--- src/rtl/byte_pair_loader.sv ---
// Byte-pair loader: steers a byte stream into the high/low halves of a split-half load register.
// Optional partial-word timeout is enabled by defining PARTIAL_TIMEOUT_EN.
module byte_pair_loader #(
    parameter int N        = 16,
    parameter int HI_FIRST = 1,
    parameter int TIMEOUT  = 255
) (
    input  logic             clk,
    input  logic             clear,
    input  logic [N/2-1:0]   byte_in,
    input  logic             byte_valid,
    output logic             byte_ready,
    output logic [N/2-1:0]   inh,
    output logic [N/2-1:0]   inl,
    output logic             loadh,
    output logic             loadl,
    output logic             word_valid,
    input  logic             word_ready,
    output logic [7:0]       word_count,
    output logic             timeout
);

    // Handshake: a byte transfers on any cycle where byte_valid and byte_ready are both high.
    localparam logic [1:0] S_FIRST  = 2'd0;
    localparam logic [1:0] S_SECOND = 2'd1;
    localparam logic [1:0] S_FULL   = 2'd2;

    logic [1:0] state_q, state_d;
    logic [7:0] word_count_q, word_count_d;
    logic       hs;
    logic       first_slot;
    logic       second_slot;

`ifdef PARTIAL_TIMEOUT_EN
    logic [7:0] tmo_cnt_q, tmo_cnt_d;
    logic       timeout_q, timeout_d;
`endif

    assign inh        = byte_in;
    assign inl        = byte_in;
    assign word_valid = (state_q == S_FULL);
    assign word_count = word_count_q;

    always_comb begin
        byte_ready   = !clear && ((state_q != S_FULL) || word_ready);
        hs           = byte_valid && byte_ready;
        // In S_FULL a handshake only happens while the old word is consumed, so it starts a new pair.
        first_slot   = hs && ((state_q == S_FIRST) || (state_q == S_FULL));
        second_slot  = hs && (state_q == S_SECOND);
        loadh        = (HI_FIRST != 0) ? first_slot : second_slot;
        loadl        = (HI_FIRST != 0) ? second_slot : first_slot;
        state_d      = state_q;
        word_count_d = word_count_q;
`ifdef PARTIAL_TIMEOUT_EN
        tmo_cnt_d    = tmo_cnt_q;
        timeout_d    = 1'b0;
`endif
        case (state_q)
            S_FIRST: begin
                if (hs) begin
                    state_d = S_SECOND;
`ifdef PARTIAL_TIMEOUT_EN
                    tmo_cnt_d = 8'd0;
`endif
                end
            end
            S_SECOND: begin
                if (hs) begin
                    state_d      = S_FULL;
                    word_count_d = word_count_q + 8'd1;
                end
`ifdef PARTIAL_TIMEOUT_EN
                else if (tmo_cnt_q == 8'(TIMEOUT - 1)) begin
                    state_d   = S_FIRST;
                    timeout_d = 1'b1;
                end else begin
                    tmo_cnt_d = tmo_cnt_q + 8'd1;
                end
`endif
            end
            S_FULL: begin
                if (word_ready) begin
                    state_d = hs ? S_SECOND : S_FIRST;
`ifdef PARTIAL_TIMEOUT_EN
                    tmo_cnt_d = 8'd0;
`endif
                end
            end
            default: state_d = S_FIRST;
        endcase
    end

    always_ff @(posedge clk) begin
        if (clear) begin
            state_q      <= S_FIRST;
            word_count_q <= 8'd0;
`ifdef PARTIAL_TIMEOUT_EN
            tmo_cnt_q    <= 8'd0;
            timeout_q    <= 1'b0;
`endif
        end else begin
            state_q      <= state_d;
            word_count_q <= word_count_d;
`ifdef PARTIAL_TIMEOUT_EN
            tmo_cnt_q    <= tmo_cnt_d;
            timeout_q    <= timeout_d;
`endif
        end
    end

`ifdef PARTIAL_TIMEOUT_EN
    assign timeout = timeout_q;
`else
    // No timeout logic: the port is tied low (the term is false for every legal TIMEOUT).
    assign timeout = (TIMEOUT < 1);
`endif

endmodule

--- config.mk ---
export PLATFORM = sky130hd
export DESIGN_NAME = byte_pair_loader
export DESIGN_NICKNAME = d
export VERILOG_FILES = /design/src/rtl/byte_pair_loader.sv
export SDC_FILE = /design/constraint.sdc
export NUM_CORES = 1
export LEC_CHECK = 0
export CAP_MARGIN = 20
export CORE_MARGIN = 2
export CORE_UTILIZATION = 34
export CTS_CLUSTER_SIZE = 28
export DETAILED_ROUTE_END_ITERATION = 7
export GPL_ROUTABILITY_DRIVEN = 0
export GPL_TIMING_DRIVEN = 0
export PLACE_DENSITY = 0.77
export SYNTH_ARGS = -nofsm -noshare
export SYNTH_HDL_FRONTEND = slang
export SYNTH_SLANG_ARGS = --single-unit
export TNS_END_PERCENT = 100
--- constraint.sdc ---
create_clock -name clk -period 2 [get_ports clk]
set_input_delay 0.6 -clock clk [delete_from_list [all_inputs] [get_ports clk]]
set_output_delay 0.6 -clock clk [all_outputs]
set_load 0.05 [all_outputs]
## Yosys cells after proc, flatten, opt, wreduce, memory -nomap -nowiden

Cells that the tools add are included.

- Register bits: 10
- Bits in latches: 0
- RAM bits: 0
- Bits in read-only memories: 0
- Input port bits: 12
- Output and inout bits: 29
- Memories: 0

- Add/subtract/negate cells: 1
- Multiply operators: 0
- Divide/modulo/power cells: 0
- Order comparisons: 0
- Equal/unequal tests: 6
- Shifts and indexed selects: 0
- Muxes and demuxes: 5
- Bitwise gates (word level): 0
- Reduce and logical (&&, ||, !) cells: 10

Operators by type and width:

| cell | number |
|---|---|
| adder 8 x 1 -> 8 bit, second input constant | 1 |
| 2-to-1 mux 2 bit | 3 |
| != test 2 bit, second input constant | 3 |
| case mux 2 bit (3 select lines) | 1 |
| logical AND 1 bit | 4 |
| AND reduction 3 bit | 1 |
| equality test 2 x 1 -> 1 bit, second input constant | 1 |
| equality test 2 bit, second input constant | 1 |
| zero test 2 bit | 1 |
| logical OR 1 bit | 2 |
| != test 2 x 1 -> 1 bit, second input constant | 1 |
| AND reduction 2 bit | 1 |
| zero test 1 bit | 1 |
| 2-to-1 mux 1 bit | 1 |

## Depth between registers and ports, before layout

Gate-level depths: netlist of the first run.

- Depth in word-level cells: 7
- Gate-level depth with buffers: 5
- Mapped depth without buffers: 4

## Worst setup path after synthesis of the first run

Ideal clock, no wire load.

- Kind: input-to-output
- Start point: input word_ready
- End point: output loadh
- Arrival time: 2242 ps
- Slack: -842 ps
- Stages: 2
- Buffers on the path: 0
- Cell sequence: nor2b_1 -> nor4b_1

- Cells in the longest elaborated chain, start to end: 4

RTL lines:

| element | line | RTL |
|---|---|---|
| start: declaration | 18 | `input logic word_ready,` |
| logical OR 1 bit | 45 | `byte_ready = !clear && ((state_q != S_FULL) \|\| word_ready);` |
| logical AND 1 bit | 45 |  |
| logical AND 1 bit | 46 | `hs = byte_valid && byte_ready;` |
| logical AND 1 bit | 48 | `first_slot = hs && ((state_q == S_FIRST) \|\| (state_q == S_FULL));` |
| end: declaration | 15 | `output logic loadh,` |

No other way between the ends.

## Worst setup path after layout of the first run

Ends and elaborated chain as after synthesis.

==> results of run 1 <==
==> cell families after synthesis <==
| group | share of synthesized area, % |
|---|---|
| adder cells (fa/ha/maj) | 2.06 |
| XOR/XNOR | 2.89 |
| buffers and inverters | 24.3 |
| flip-flops | 33.0 |
| AO/OA/AOI/OAI | 13.8 |
| AND/OR/NAND/NOR | 23.3 |
| other | 0.618 |
==> worst max-delay path: stages <==
cell and delay, ns:
clkdlybuf4s15_1 0.23, nor2b_1 0.09, nor4b_4 0.22, buf_6 0.19
==> path summary, 6_finish.rpt <==
kind | from | endpoint | slack (ns) | cells past startpoint
worst min-delay path | word_count[7] | word_count[7] | 0.48 | 2
worst min register to register | word_count[7] | word_count[7] | 0.48 | 2
worst max register to register | state_q[1] | word_count[6] | 0.66 | 3
worst max-delay path | word_ready | loadh | 0.07 | 4
==> metrics by stage <==
stage / util [%] / instance area [µm²] / std cells
after floorplan: - / 624 / 74
after global placement: 56.6 / 966 / 130
after detailed placement: 56.6 / 966 / 130
after CTS: 58.5 / 1000 / 134
after global routing: 58.4 / 997 / 134
final: 58.4 / 997 / 134
==> cells in the final DEF, fill, tap and decap left out, drive strengths merged <==
cell           count
nor2b              2
or4                4
nand4              1
o22a               1
clkdlybuf4s15      1
nor3b              1
xnor2              2
nand3              2
nand4bb            1
dlygate4sd2       24
nor4b              1
dfxtp             10
nand2              5
buf               22
clkbuf             7
conb               1
or3                2
ha                 1
o21ai              2
a21oi              7
inv                3
nor2               5
o31ai              4
==> timing repair <==
action / CTS / global route
gates cloned: 0 / 0
hold buffers: 0 / 0
pin swaps: 2 / 0
setup endpoints to repair: 28 / 3
gates resized for setup: 62 / 6
==> synth_stat cells <==
library cell  count
nor2b_1           2
o22a_1            1
nor4b_1           1
nand2_1           5
buf_4            17
buf_2             1
nor2_1            5
nor3b_1           1
or3_1             2
nand4bb_2         1
nand3_1           2
conb_1            1
clkbuf_1          1
o31ai_1           4
xnor2_1           2
inv_1             3
ha_1              1
nand4_1           1
o21ai_0           2
dfxtp_1          10
a21oi_1           7
or4_1             4
==> final cells by class <==
cell class / count / area (µm²) / area share, %
Tap cell: 25 / 31.3 / 3.14
Clock buffer: 4 / 36.3 / 3.64
Timing Repair Buffer: 31 / 273 / 27.4
Buffer: 19 / 146 / 14.7
Inverter: 3 / 16.3 / 1.63
Sequential cell: 10 / 201 / 20.2
Multi-Input combinational cell: 42 / 293 / 29.4
==> per-layer routing <==
metal / GRT usage [%] / part of all wire [%] / vias to the layer above
li1: - / - / 308
met4: 10.9 / 0.54 / 0
met3: 2.75 / 5.2 / 2
met5: 0 / 0 / -
met1: 17.2 / 43 / 288
met2: 23.6 / 52 / 30
==> where the power goes <==
group          total (mW)  switching [mW]  internal (mW)
combinational       0.182           0.116         0.0663
clock               0.189          0.0783          0.111
sequential          0.214         0.00997          0.204
==> flip-flops by register name, indices dropped and copies added, names as in the netlist <==
name / flops
word_count: 8
state_q: 2
==> run_results.csv, run 1 <==
group,metric,value,unit
routing,drt-pass1-iter-count,4,
clocking,cts.sinks,10,
setup_path,crit_fanout,3,
synth,synthCells,74,
die,initial_core_util,35.5,%
timing,fin_setup_tns,0,ns
synth,synth_area,607,µm²
die,dieWidth,46.2,µm
setup_path,critical_path_class,"in2out",
pwr,p_per_area,587,nW/µm²
final_layout,syn2layout_area_growth,64.3,%
setup_path,cp_data_arrival_time,1.33,ns
synth,netlist.area_leader.share,33.0,%
routing,viasPerCell,4.69,
clocking,clock-root-buffer,"clkbuf_4",
timing,min_period,1.93,ns
global_route,grt.overflow.total,0,
final_layout,nNetsFinal,123,
placement,placement.io_buffers,31,
global_route,grt_pass1_wl,2220,µm
routing,routed_wl,1490,µm
clocking,post_cts.repair.setup_buffers,0,
clocking,clk_path_buf_depth,2,
global_route,grt_antenna_before_repair,0,
synth,synth.avg_cell_area,8.20,µm²
timing,setup-violations-final,0,
synth,synth.area.top_cells,"dfxtp_1 33%, buf_4 21%, a21oi_1 5.8%",
clocking,cts_buffers,3,
placement,pre_cts_ws,-1.18,ns
synth,yosysSeqAreaShare,33.0,%
routing,via_count,628,
routing,post_drt_wl_per_cell,11.1,µm
global_route,grt_pass1_vias,569,
timing,rsz0062_at_grt,"no",
final_layout,fillers,173,
synth,syn_nets,87,
placement,detailed_place_hpwl,1140,µm
final_layout,drive_gt1_share,32.1,%
die,core,1710,µm²
synth,yosysWarnings,0,
die,dieArea,2140,µm²
timing,setup_slack,0.0663,ns
global_route,grt_use_total,14.7,%
job,maxCapViolCount,0,
worst_hold_path,hold_class,"reg2reg",
routing,detail_route.iter0.violations,14,
global_route,grt_max_degree,11,
clocking,clock_latency,0.27,ns
routing,drc_errors,0,
timing,fmax,0.517,GHz
synth,ys_seq_elements,10,
routing,ant_nets,0,
pwr,p_total,0.585,mW
synth,yosysUniqueCellTypes,22,
pwr,ir_drop,317,µV
setup_path,critical_path.endpoint_type,"primary output",
setup_path,crit_required,1.40,ns
timing,finalHoldViolCount,0,
timing,finClkSkew,0.00266,ns
pwr,p_leak,0.454,nW
die,ios,41,
timing,fin_crit_sh,96.7,%
synth,yosys.area.top_type,"dfxtp_1",
clocking,clk_pin_slew,0.07,ns
clocking,cts_tree,"yes",
die,die_h,46.2,µm
die,rows,15,
timing,maxSlewViolCount,0,
timing,whs,0.478,ns
final_layout,antenna_cells,0,
clocking,htree_levels,1,
setup_path,cp-start-kind,"input port",
status,outcome,"complete, no violations",
No activity file was read; power rests on OpenSTA's default activity.
==> run 2, diff against run 1 <==
PLACE_DENSITY = default   (was 0.77)
PLACE_DENSITY_LB_ADDON = 0.2   (was default)
==> run 2 against run 1 <==
Power is 1.7% lower. Flip-flop and latch count is the same. Count of clock-buffer cells in the layout did not move. Largest power group unchanged. Highest routed layer is now met3.
==> run_results.csv, run 2 (synthesis gave the netlist of run 1 again) <==
group,metric,value,unit
status,outcome,"complete, no violations",
final_layout,antenna_cells,0,
global_route,grt_use_total,13.5,%
timing,rsz0062_at_grt,"no",
setup_path,cpPeakStageDelay,0.23,ns
routing,post_drt_wl_per_cell,9.81,µm
timing,fin_crit_sh,96.9,%
worst_hold_path,hold_class,"reg2reg",
die,initial_core_util,35.5,%
pwr,p_leak,0.459,nW
global_route,grt_pass1_wl,2090,µm
routing,detail_route.iter0.violations,9,
routing,via_count,603,
timing,finalHoldViolCount,0,
pwr,ir_drop,359,µV
die,rows,15,
worst_hold_path,hold_depth,2,
clocking,cts.sinks,10,
final_layout,largest_register_ff_count,8,
routing,viasPerCell,4.47,
timing,min_period,1.94,ns
placement,placement.io_buffers,31,
placement,detailed_place_hpwl,1040,µm
clocking,clk_pin_slew,0.07,ns
timing,maxSlewViolCount,0,
setup_path,crit_required,1.40,ns
routing,drt-pass1-iter-count,4,
final_layout,drive_gt1_share,31.8,%
pwr,p_total,0.575,mW
setup_path,crit_fanout,8,
clocking,clock-root-buffer,"clkbuf_4",
timing,fin_setup_tns,0,ns
global_route,grt_antenna_before_repair,0,
die,core,1710,µm²
die,die_h,46.2,µm
setup_path,r2r_cells,5,
timing,setup-violations-final,0,
clocking,clk_path_buf_depth,2,
routing,routed_wl,1330,µm
pwr,p_per_area,571,nW/µm²
setup_path,critical_path_class,"in2out",
final_layout,syn2layout_area_growth,66.0,%
clocking,cts_tree,"yes",
clocking,htree_levels,1,
setup_path,slowest_stage,"nand4bb_4",
final_layout,final_cell_mix,"24 x dlygate4sd2_1, 18 x buf_4, 9 x dfxtp_1",
die,dieArea,2140,µm²
clocking,cts_buffers,3,
die,ios,41,
final_layout,final_common_cell,"dlygate4sd2_1",
global_route,grt.overflow.total,0,
routing,ant_nets,0,
global_route,grt_max_degree,11,
final_layout,nNetsFinal,124,
setup_path,crit_chain,"buf_2 > nand4bb_4 > buf_6 > inv_4 > buf_8",
final_layout,postLayoutCoreUtil,59.0,%
setup_path,cp_data_arrival_time,1.34,ns
clocking,clock_latency,0.26,ns
setup_path,cp-start-kind,"input port",
die,dieWidth,46.2,µm
timing,finClkSkew,0.000582,ns
setup_path,critical_path.endpoint_type,"primary output",
global_route,grt_pass1_vias,503,
timing,fmax,0.516,GHz
routing,drc_errors,0,
job,maxCapViolCount,0,
==> run 2: worst max-delay path: cells and delay by family <==
kind,cells,cell delay [ns]
buffers and inverters,4,0.50
AND/OR/NAND/NOR,1,0.23
==> run 2: layer usage <==
layer / part of all wire, % / vias up / GRT usage [%] / routed length [µm]
li1: - / 314 / - / -
met1: 43 / 260 / 16.5 / 575
met2: 46 / 29 / 21.7 / 611
met3: 10 / 0 / 4.71 / 139
met4: 0 / 0 / 5.14 / 0
met5: 0 / - / 0 / 0
==> run 2: repair_timing <==
item / 4_1_cts / 5_1_grt
hold buffers: 0 / 0
endpoints found under the setup margin: 28 / 3
gates cloned: 0 / 0
resized for setup: 63 / 4
pin swaps: 2 / 0
buffers inserted: 0 / 1
==> run 2: per-stage QoR <==
step	hold slack (ns)	std cells	area, µm²	setup slack, ns
after floorplan	0.525	74	624	0.00459
after global placement	0.465	130	966	-1.19
after detailed placement	0.481	130	966	-1.20
after CTS	0.489	134	1000	0.0228
after global routing	0.510	135	1010	0.000500
final	0.484	135	1010	0.0618
==> run 2: path summary, 6_finish.rpt <==
kind                       from             to  slack (ns)
setup / recovery          clear          loadl        0.06
hold / removal    word_count[7]  word_count[7]        0.48
setup reg to reg     state_q[0]  word_count[6]        0.65
hold reg to reg   word_count[7]  word_count[7]        0.48
==> run 2: power by group <==
part           switching (mW)  internal, mW  leakage (nW)
Combinational           0.114        0.0674         0.357
Clock                  0.0699         0.110        0.0210
Sequential            0.00963         0.204        0.0812
==> run 2: final cells by class <==
class                   count  area, µm²
plain buffers              19        146
repair buffers             32        285
multi-input cells          42        293
clock buffers               4       36.3
fillers                   163        701
inverters                   3       13.8
well taps                  25       31.3
flip-flops and latches     10        201
